===== src/rtl/muldiv_unit.sv =====
// Iterative multiply/divide unit holding the architectural HI/LO registers.
// Shift-add multiply and restoring divide, one bit per cycle, with sign fix-up on the last iteration.
module muldiv_unit #(
  parameter int WIDTH = 32,
  parameter int CNT_W = $clog2(WIDTH) + 1
) (
  input  logic             i_clk,
  input  logic             i_rst,
  input  logic             i_start,
  input  logic [5:0]       i_control,
  input  logic [WIDTH-1:0] i_op1,
  input  logic [WIDTH-1:0] i_op2,
  output logic             o_busy,
  output logic             o_done,
  output logic             o_div_by_zero,
  output logic [WIDTH-1:0] o_hi,
  output logic [WIDTH-1:0] o_lo
);

  localparam logic [1:0] S_IDLE = 2'd0;
  localparam logic [1:0] S_MUL  = 2'd1;
  localparam logic [1:0] S_DIV  = 2'd2;
  localparam logic [1:0] S_FIN  = 2'd3;

  localparam logic [5:0] F_MULT  = 6'b011000;
  localparam logic [5:0] F_MULTU = 6'b011001;
  localparam logic [5:0] F_DIV   = 6'b011010;
  localparam logic [5:0] F_DIVU  = 6'b011011;
  localparam logic [5:0] F_MTHI  = 6'b010001;
  localparam logic [5:0] F_MTLO  = 6'b010011;

  logic [1:0]         state;
  logic [CNT_W-1:0]   count;
  logic [WIDTH-1:0]   opb;
  logic [2*WIDTH-1:0] work;
  logic               neg_q;
  logic               neg_r;

  logic               is_signed;
  logic [WIDTH-1:0]   mag1;
  logic [WIDTH-1:0]   mag2;
  logic [WIDTH:0]     mul_sum;
  logic [2*WIDTH-1:0] mul_next;
  logic [2*WIDTH-1:0] mul_final;
  logic [WIDTH:0]     div_shift;
  logic [WIDTH:0]     div_diff;
  logic [2*WIDTH-1:0] div_next;
  logic [WIDTH-1:0]   quot_final;
  logic [WIDTH-1:0]   rem_final;

  // Magnitudes fit in WIDTH unsigned bits, including 2^(WIDTH-1) for the most-negative value.
  assign is_signed = (i_control == F_MULT) || (i_control == F_DIV);
  assign mag1 = (is_signed && i_op1[WIDTH-1]) ? -i_op1 : i_op1;
  assign mag2 = (is_signed && i_op2[WIDTH-1]) ? -i_op2 : i_op2;

  // Multiply: work = {partial product, remaining multiplier bits}, shifted right each step.
  assign mul_sum   = {1'b0, work[2*WIDTH-1:WIDTH]} + {1'b0, (work[0] ? opb : {WIDTH{1'b0}})};
  assign mul_next  = {mul_sum, work[WIDTH-1:1]};
  assign mul_final = neg_q ? -mul_next : mul_next;

  // Divide: work = {partial remainder, dividend/quotient bits}; remainder always below divisor.
  assign div_shift = {work[2*WIDTH-1:WIDTH], work[WIDTH-1]};
  assign div_diff  = div_shift - {1'b0, opb};
  assign div_next  = div_diff[WIDTH] ? {div_shift[WIDTH-1:0], work[WIDTH-2:0], 1'b0}
                                     : {div_diff[WIDTH-1:0], work[WIDTH-2:0], 1'b1};
  assign quot_final = neg_q ? -div_next[WIDTH-1:0] : div_next[WIDTH-1:0];
  assign rem_final  = neg_r ? -div_next[2*WIDTH-1:WIDTH] : div_next[2*WIDTH-1:WIDTH];

  always_ff @(posedge i_clk) begin
    if (i_rst) begin
      state         <= S_IDLE;
      count         <= '0;
      opb           <= '0;
      work          <= '0;
      neg_q         <= 1'b0;
      neg_r         <= 1'b0;
      o_busy        <= 1'b0;
      o_done        <= 1'b0;
      o_div_by_zero <= 1'b0;
      o_hi          <= '0;
      o_lo          <= '0;
    end else begin
      case (state)
        S_IDLE: begin
          if (i_start) begin
            case (i_control)
              F_MTHI: o_hi <= i_op1;
              F_MTLO: o_lo <= i_op1;
              F_MULT, F_MULTU: begin
                work   <= {{WIDTH{1'b0}}, mag2};
                opb    <= mag1;
                neg_q  <= is_signed & (i_op1[WIDTH-1] ^ i_op2[WIDTH-1]);
                neg_r  <= 1'b0;
                count  <= CNT_W'(WIDTH);
                o_busy <= 1'b1;
                state  <= S_MUL;
              end
              F_DIV, F_DIVU: begin
                if (i_op2 == '0) begin
                  o_done        <= 1'b1;
                  o_div_by_zero <= 1'b1;
                  state         <= S_FIN;
                end else begin
                  work   <= {{WIDTH{1'b0}}, mag1};
                  opb    <= mag2;
                  neg_q  <= is_signed & (i_op1[WIDTH-1] ^ i_op2[WIDTH-1]);
                  neg_r  <= is_signed & i_op1[WIDTH-1];
                  count  <= CNT_W'(WIDTH);
                  o_busy <= 1'b1;
                  state  <= S_DIV;
                end
              end
              default: ;
            endcase
          end
        end
        S_MUL: begin
          work <= mul_next;
          if (count == CNT_W'(1)) begin
            {o_hi, o_lo} <= mul_final;
            count        <= '0;
            o_busy       <= 1'b0;
            o_done       <= 1'b1;
            state        <= S_FIN;
          end else begin
            count <= count - CNT_W'(1);
          end
        end
        S_DIV: begin
          work <= div_next;
          if (count == CNT_W'(1)) begin
            o_lo   <= quot_final;
            o_hi   <= rem_final;
            count  <= '0;
            o_busy <= 1'b0;
            o_done <= 1'b1;
            state  <= S_FIN;
          end else begin
            count <= count - CNT_W'(1);
          end
        end
        default: begin
          o_done        <= 1'b0;
          o_div_by_zero <= 1'b0;
          state         <= S_IDLE;
        end
      endcase
    end
  end

endmodule


===== config.mk =====
export PLATFORM = sky130hd
export DESIGN_NAME = muldiv_unit
export DESIGN_NICKNAME = d
export VERILOG_FILES = /design/src/rtl/muldiv_unit.sv
export SDC_FILE = /design/constraint.sdc
export NUM_CORES = 1
export LEC_CHECK = 0
export BUFFER_PORTS_ARGS = -buffer_cell sky130_fd_sc_hd__buf_2
export CAP_MARGIN = 5
export CORE_ASPECT_RATIO = 1.75
export CORE_UTILIZATION = 52
export DETAILED_ROUTE_END_ITERATION = 10
export PLACE_DENSITY_LB_ADDON = 0.05
export SLEW_MARGIN = 10
export SYNTH_ARGS = -nofsm -noshare
export SYNTH_HDL_FRONTEND = slang
export SYNTH_SLANG_ARGS = --single-unit
export TNS_END_PERCENT = 50

===== constraint.sdc =====
create_clock -name i_clk -period 16.9 [get_ports i_clk]
set_input_delay 2.535 -clock i_clk [delete_from_list [all_inputs] [get_ports i_clk]]
set_output_delay 2.535 -clock i_clk [all_outputs]
set_load 0.05 [all_outputs]

Yosys cells after proc, flatten, opt, wreduce, memory -nomap -nowiden. Index checks and enable logic that the tools add are counted.

Flip-flop bits (word level): 173. Input port bits: 73. Output and inout bits: 67. Logic and storage cells: 111.

Add/sub/neg operators: 8. Equality and inequality tests: 20. Muxes and demuxes: 48. Bitwise gates (word level): 4. Reduce and logical (&&, ||, !) cells: 20.

Operators by type and width (number): two-way mux 32 bit (14); two-way mux 64 bit (4); one-hot mux 32 bit (3 select lines) (2); one-hot mux 64 bit (3 select lines) (1); negation 32 bit (4); one-hot mux 64 bit (2 select lines) (1); negation 64 bit (1); one-hot mux 32 bit (2 select lines) (1); == test 6 x 5 -> 1 bit (second input constant) (6); adder 32 x 32 -> 33 bit (1); subtractor 33 x 32 -> 33 bit (1); zero test 32 bit (1); one-hot mux 6 bit (2 select lines) (2); AND reduction 4 bit (5); two-way mux 6 bit (3); AND reduction 5 bit (3); one-hot mux 1 bit (2 select lines) (6); two-way mux 1 bit (10); != test 2 bit (second input constant) (5); != test 2 x 1 -> 1 bit (second input constant) (4); one-hot mux 2 bit (2 select lines) (2); == test 6 x 1 -> 1 bit (second input constant) (1); OR reduction 2 bit (3); subtractor 6 x 1 -> 6 bit (second input constant) (1); other kinds (14) (18).

Logic depth before layout (Yosys ltp).
Depth in word-level cells: 8. Depth in mapped cells: 25. Depth with buffers taken out: 21.

Worst setup path before layout. Ideal clock, no wire load.

Kind: input to register. From: input port i_op2[10]. To: register work[10]. Data arrival time: 5204 ps. Required time: 16772 ps. Setup slack: 11568 ps. Stages on the path: 12. Path through: or3_1 or3_1 nor3_1 nand2_1 nor4_1 o21ai_0 nand2_1 clkbuf_1 clkbuf_1 nor3_1 a21oi_1 nor2_1.

Longest elaborated chain between the ends: 5. Elaborated cells between the ends (all ways): 8.

Ends and longest elaborated chain: from (decl) (line 12) `input logic [WIDTH-1:0] i_op2,`; negation 32 bit (line 54) `assign mag2 = (is_signed && i_op2[WIDTH-1]) ? -i_op2 : i_op2;`; two-way mux 32 bit (line 54); one-hot mux 64 bit (2 select lines) (line 86) `case (i_control)`; two-way mux 64 bit (line 85) `if (i_start) begin`; one-hot mux 64 bit (3 select lines) (line 83) `case (state)`; to (signal assigned) (line 90) `work <= {{WIDTH{1'b0}}, mag2};`; to (signal assigned) (line 104) `work <= {{WIDTH{1'b0}}, mag1};`; to (signal assigned) (line 118) `work <= mul_next;`; to (decl) (line 35) `logic [2*WIDTH-1:0] work;`.

Several ways; a longest one is shown, not always the timed one. The select of a mux whose other input is x is not followed. A chain may end at the register's enable or synchronous reset.

Worst setup path after layout.
From: register work[48]. To: register o_hi[30].

Longest elaborated chain between the ends: 6. Elaborated cells between the ends (all ways): 10.

Ends and longest elaborated chain: subtractor 33 x 32 -> 33 bit (line 63) `assign div_diff = div_shift - {1'b0, opb};`; two-way mux 64 bit (line 64) `assign div_next = div_diff[WIDTH] ? {div_shift[WIDTH-1:0], work[WIDTH-2:0], 1'b0}`; negation 32 bit (line 67) `assign rem_final = neg_r ? -div_next[2*WIDTH-1:WIDTH] : div_next[2*WIDTH-1:WIDTH];`; two-way mux 32 bit (line 67); two-way mux 32 bit (line 131) `if (count == CNT_W'(1)) begin`; one-hot mux 32 bit (3 select lines) (*) (line 83); to (signal assigned) (line 87) `F_MTHI: o_hi <= i_op1;`; to (signal assigned) (line 120) `{o_hi, o_lo} <= mul_final;`; to (signal assigned) (line 133) `o_hi <= rem_final;`; to (decl) (line 16) `output logic [WIDTH-1:0] o_hi,`.

Mark *: on every way between the ends. The rest lies on a longest branch, timed or not. The select of a mux whose other input is x is not followed.

==> metrics list <==
- The flow ran to the end, and the final reports show no timing, DRC or antenna violations.
* Hold/Removal Path Class: flip-flop to flip-flop
- Wires add up to 82.2 mm.
* Nature of the critical path startpoint: flip-flop
* Cell count of the worst reg-to-reg path: 20
- The number of antenna violations at the first check in global routing is 1.
- Synthesized Nets: 2740
- Total negative slack for setup checks: 0 ns
- Slew at the pin closest to its max-slew limit: 1.12 ns
- Final routed wire length divided by cell count: 27.0 um
- Layout Area Growth over Synthesis: 7.71%
* Remaining routing DRC violations: 0
- Tightest slew margin relative to the limit: 25.0%
* Hold Fails Final Rpt: 0
* Postcts setup bufs: 0
* Final design instance area without fill: 19300 um2
* Global-route congestion overflow total: 0
* Leading cell type in the layout, fill and taps excluded: sky130_fd_sc_hd__nand2_1
* Setup Viol. Count Final: 0
* Sequential-to-total area share from yosys stat: 19.3%
* Antenna diode instance count: 0
* Clock root buffer: sky130_fd_sc_hd__clkbuf_16
* Maximum number of pins on one net before global-route repair: 82
* DPL Wire Length: 61.9 mm
- Counting stages on the worst path, the most repeated cell is sky130_fd_sc_hd__buf_4.
- Clock-pin slew was measured on the worst setup and hold paths at 0.08 ns.
* Library cell contributing the largest single delay on the critical path: sky130_fd_sc_hd__nor4_1
* CTS tree: yes
- Number of warnings printed during yosys synthesis: 0
- The synthesized netlist contains 94 unique library cells.
- Counting flops with a built-in enable in the synthesized netlist gives 0.
* First-pass detailed-route iteration total: 6
* Critical path, cell by cell: ha_1 > a21oi_1 > o21ai_0 > nand2_1 > a211oi_1 > a221o_1 > buf_4 > nor2_4 > buf_4 > clkinv_1 > buf_4 > o21ai_0 > inv_1 > ha_1 > nand4_1 > and2_1 > nor4_1 > a211oi_1 > o41ai_1 > nand3b_1
* Clock Latency Late Sink: 0.48 ns
- Gr usage total: 46.6%
- The final route contains 21.0k vias.
- Endpoint of the worst register-to-register path: o_hi[30]$_SDFFE_PP0P_
* Placed instance count: 3011
- Summing internal, switching and leakage power gives 0.00240 W.
- Buffers placed on the I/O ports in this run total 139.
* Kind of capture point of the worst setup path: flip-flop
- Area of the placeable core: 33900 um2
* Clk sink count: 173
- Min Hold Slack: 0.454 ns
* Final net count: 2725
* Die X: 142 um
- Delay contributed by the slowest stage of the critical path: 0.89 ns
- In this run the vertical extent of the chip is 248 um.
- Setup repair after global routing left no endpoint under its margin.
* I/O pin count: 140
- In this run the remaining antenna-violating nets after routing total 0.
- In the routed layout, each cell is associated on average with a via count of 6.92.
- Power spread over the standard cell area amounts to 124 nW/um2.
* Post-synth design cell area: 18000 um2
- In this run the critical register-to-register path is launched from work[48]$_SDFFE_PP0P_.
* Fraction of registers with async set or reset after synthesis: 0%
* Clock tree skew after final layout: 0.0171 ns
- For this run, the top clock speed supported by timing is 0.143 GHz.
* RD Place Congestion: 1.07
* Full die area: 35300 um2
- The analysis attributes to cell leakage a power of 7.53 nW.
- Tracing the worst setup path back leads to its startpoint at work[48]$_SDFFE_PP0P_.
- No sink is reached through more buffers than the 2 on the longest clock path.
* Count of fill cells added during filler insertion: 3453
- Max-cap violations in this run came to 0.
* DRC violation total after the first TritonRoute iteration: 1991
* Average instance area after synthesis: 6.93 um2
- In the final layout, the share of cells above drive strength 1 is 10.2%.
* Starting utilization of the core area: 53.0%
- The number of gates resized after CTS was 0.
- Global-route wire length before repair: 121 mm
- Data required time at the worst endpoint: 17.25 ns
- Final Critical Period: 6.98 ns
- The critical path is of the flip-flop to flip-flop type.
- The setup check on the worst reg-to-reg path leaves a slack of 9.92 ns.
* Cts bufs inserted: 17
- The final critical path takes up 41.3% of the cycle.
- Highest fanout seen on the critical path: 46
- End point of the critical path: o_hi[30]$_SDFFE_PP0P_
* Number of flip-flops and latches in the synthesized netlist: 173
- After floorplanning, the core was divided into 89 placement rows.
* Post-Synthesis Cells: 2590
* Worst VDD drop: 229 uV
- Hold-fix buffers, CTS: 0
- Excluding fillers, the count of instances in the completed layout stands at 3042.
- Summing all placed instances gives a cell area of 18700 um2.
- The number of global-route vias before repair is 19.8k.
* CP arrival: 7.33 ns
- The top cell types in the final layout, fill and taps aside, are sky130_fd_sc_hd__nand2_1, sky130_fd_sc_hd__nor2_1, sky130_fd_sc_hd__a21oi_1, sky130_fd_sc_hd__dfxtp_1, sky130_fd_sc_hd__xnor2_1.
- Total count of max-transition violations in the final report: 0
* Main flop type after synthesis: sky130_fd_sc_hd__dfxtp_1
- The H-tree was split into 4 levels.
==> layout make-up <==
cell class	instances	area [um2]	area share, %
clock inverter	14	174	0.899
clock buffer	17	425	2.20
timing repair buffer	170	931	4.81
multi-input combinational	2136	13500	69.7
tap	455	569	2.94
inverter	77	289	1.49
sequential	173	3460	17.9
==> how the worst min path moves through the flow <==
stage	start	endpoint	depth (start not counted)
floorplan	opb[10]$_SDFFE_PP0P_	opb[10]$_SDFFE_PP0P_	2
global placement	opb[17]$_SDFFE_PP0P_	opb[17]$_SDFFE_PP0P_	2
detailed placement	opb[23]$_SDFFE_PP0P_	opb[23]$_SDFFE_PP0P_	2
CTS	opb[18]$_SDFFE_PP0P_	opb[18]$_SDFFE_PP0P_	2
global route	opb[25]$_SDFFE_PP0P_	opb[25]$_SDFFE_PP0P_	2
finish	o_lo[21]$_SDFFE_PP0P_	o_lo[21]$_SDFFE_PP0P_	2
==> kinds of logic after synthesis <==
| logic type | after synthesis | synth area share [%] |
|---|---|---|
| xor gates and xnor gates | 204 | 9.95 |
| buffers and inverters | 281 | 5.95 |
| muxes | 31 | 1.80 |
| DFF | 173 | 19.3 |
| and+or+nand+nor | 951 | 24.8 |
| adders and majority gates | 77 | 5.45 |
| AOI/OAI and AO/OA | 873 | 32.8 |
==> routing by layer <==
layer | track usage, % | vias to the layer above | wire length [um]
met2 | 77.3 | 1280 | 38400
met5 | 0 | - | 13
met3 | 10.1 | 460 | 6980
li1 | - | 9454 | -
met4 | 49.6 | 2 | 9990
met1 | 46.6 | 9849 | 26700
==> state kept, by name, summed over array words and instances, names as in the netlist, 2 cells and up <==
register,count
state,2
work,64
opb,32
o_lo,32
count,6
o_hi,32
==> worst max-delay path: cells and delay by family (launching register included) <==
family	cells	cell delay, ns
compound gates	7	2.87
simple gates	6	1.71
buf+inv	5	1.23
fa+ha+maj	2	0.67
flops	1	0.38
==> synth_stat cells, drive strengths merged (18+ instances only) <==
library cell  count  area (um2)
a211o            18         158
a211oi           28         210
a21o             35         263
a21oi           257        1290
a221o            24         240
a221oi           36         322
a22oi            47         353
a31oi            23         144
and2             31         194
buf              20        86.3
clkbuf          184         693
dfxtp           173        3460
ha               75         938
inv              75         282
mux2i            23         230
nand2           327        1230
nand2b           19         119
nand3            44         220
nand4            19         119
nor2            285        1070
nor3             69         350
nor4             21         153
o211ai           56         420
o21a             19         143
o21ai           130         651
o31ai            58         454
or2              19         121
or3              40         255
xnor2           144        1260
xor2             60         526
==> stage by stage <==
step / setup slack, ns / utilization, %
floorplan: 11.57 / -
global placement: 10.29 / 55.4
detailed placement: 10.10 / 55.4
CTS: 10.23 / 57.1
global route: 9.54 / 57.1
finish: 9.92 / 57.1
==> power by group <==
group | internal, W | switching [W]
sequential | 0.000460 | 0.0000978
clock | 0.000211 | 0.000207
combinational | 0.000430 | 0.000998
Power figures use the tool's default switching activity.
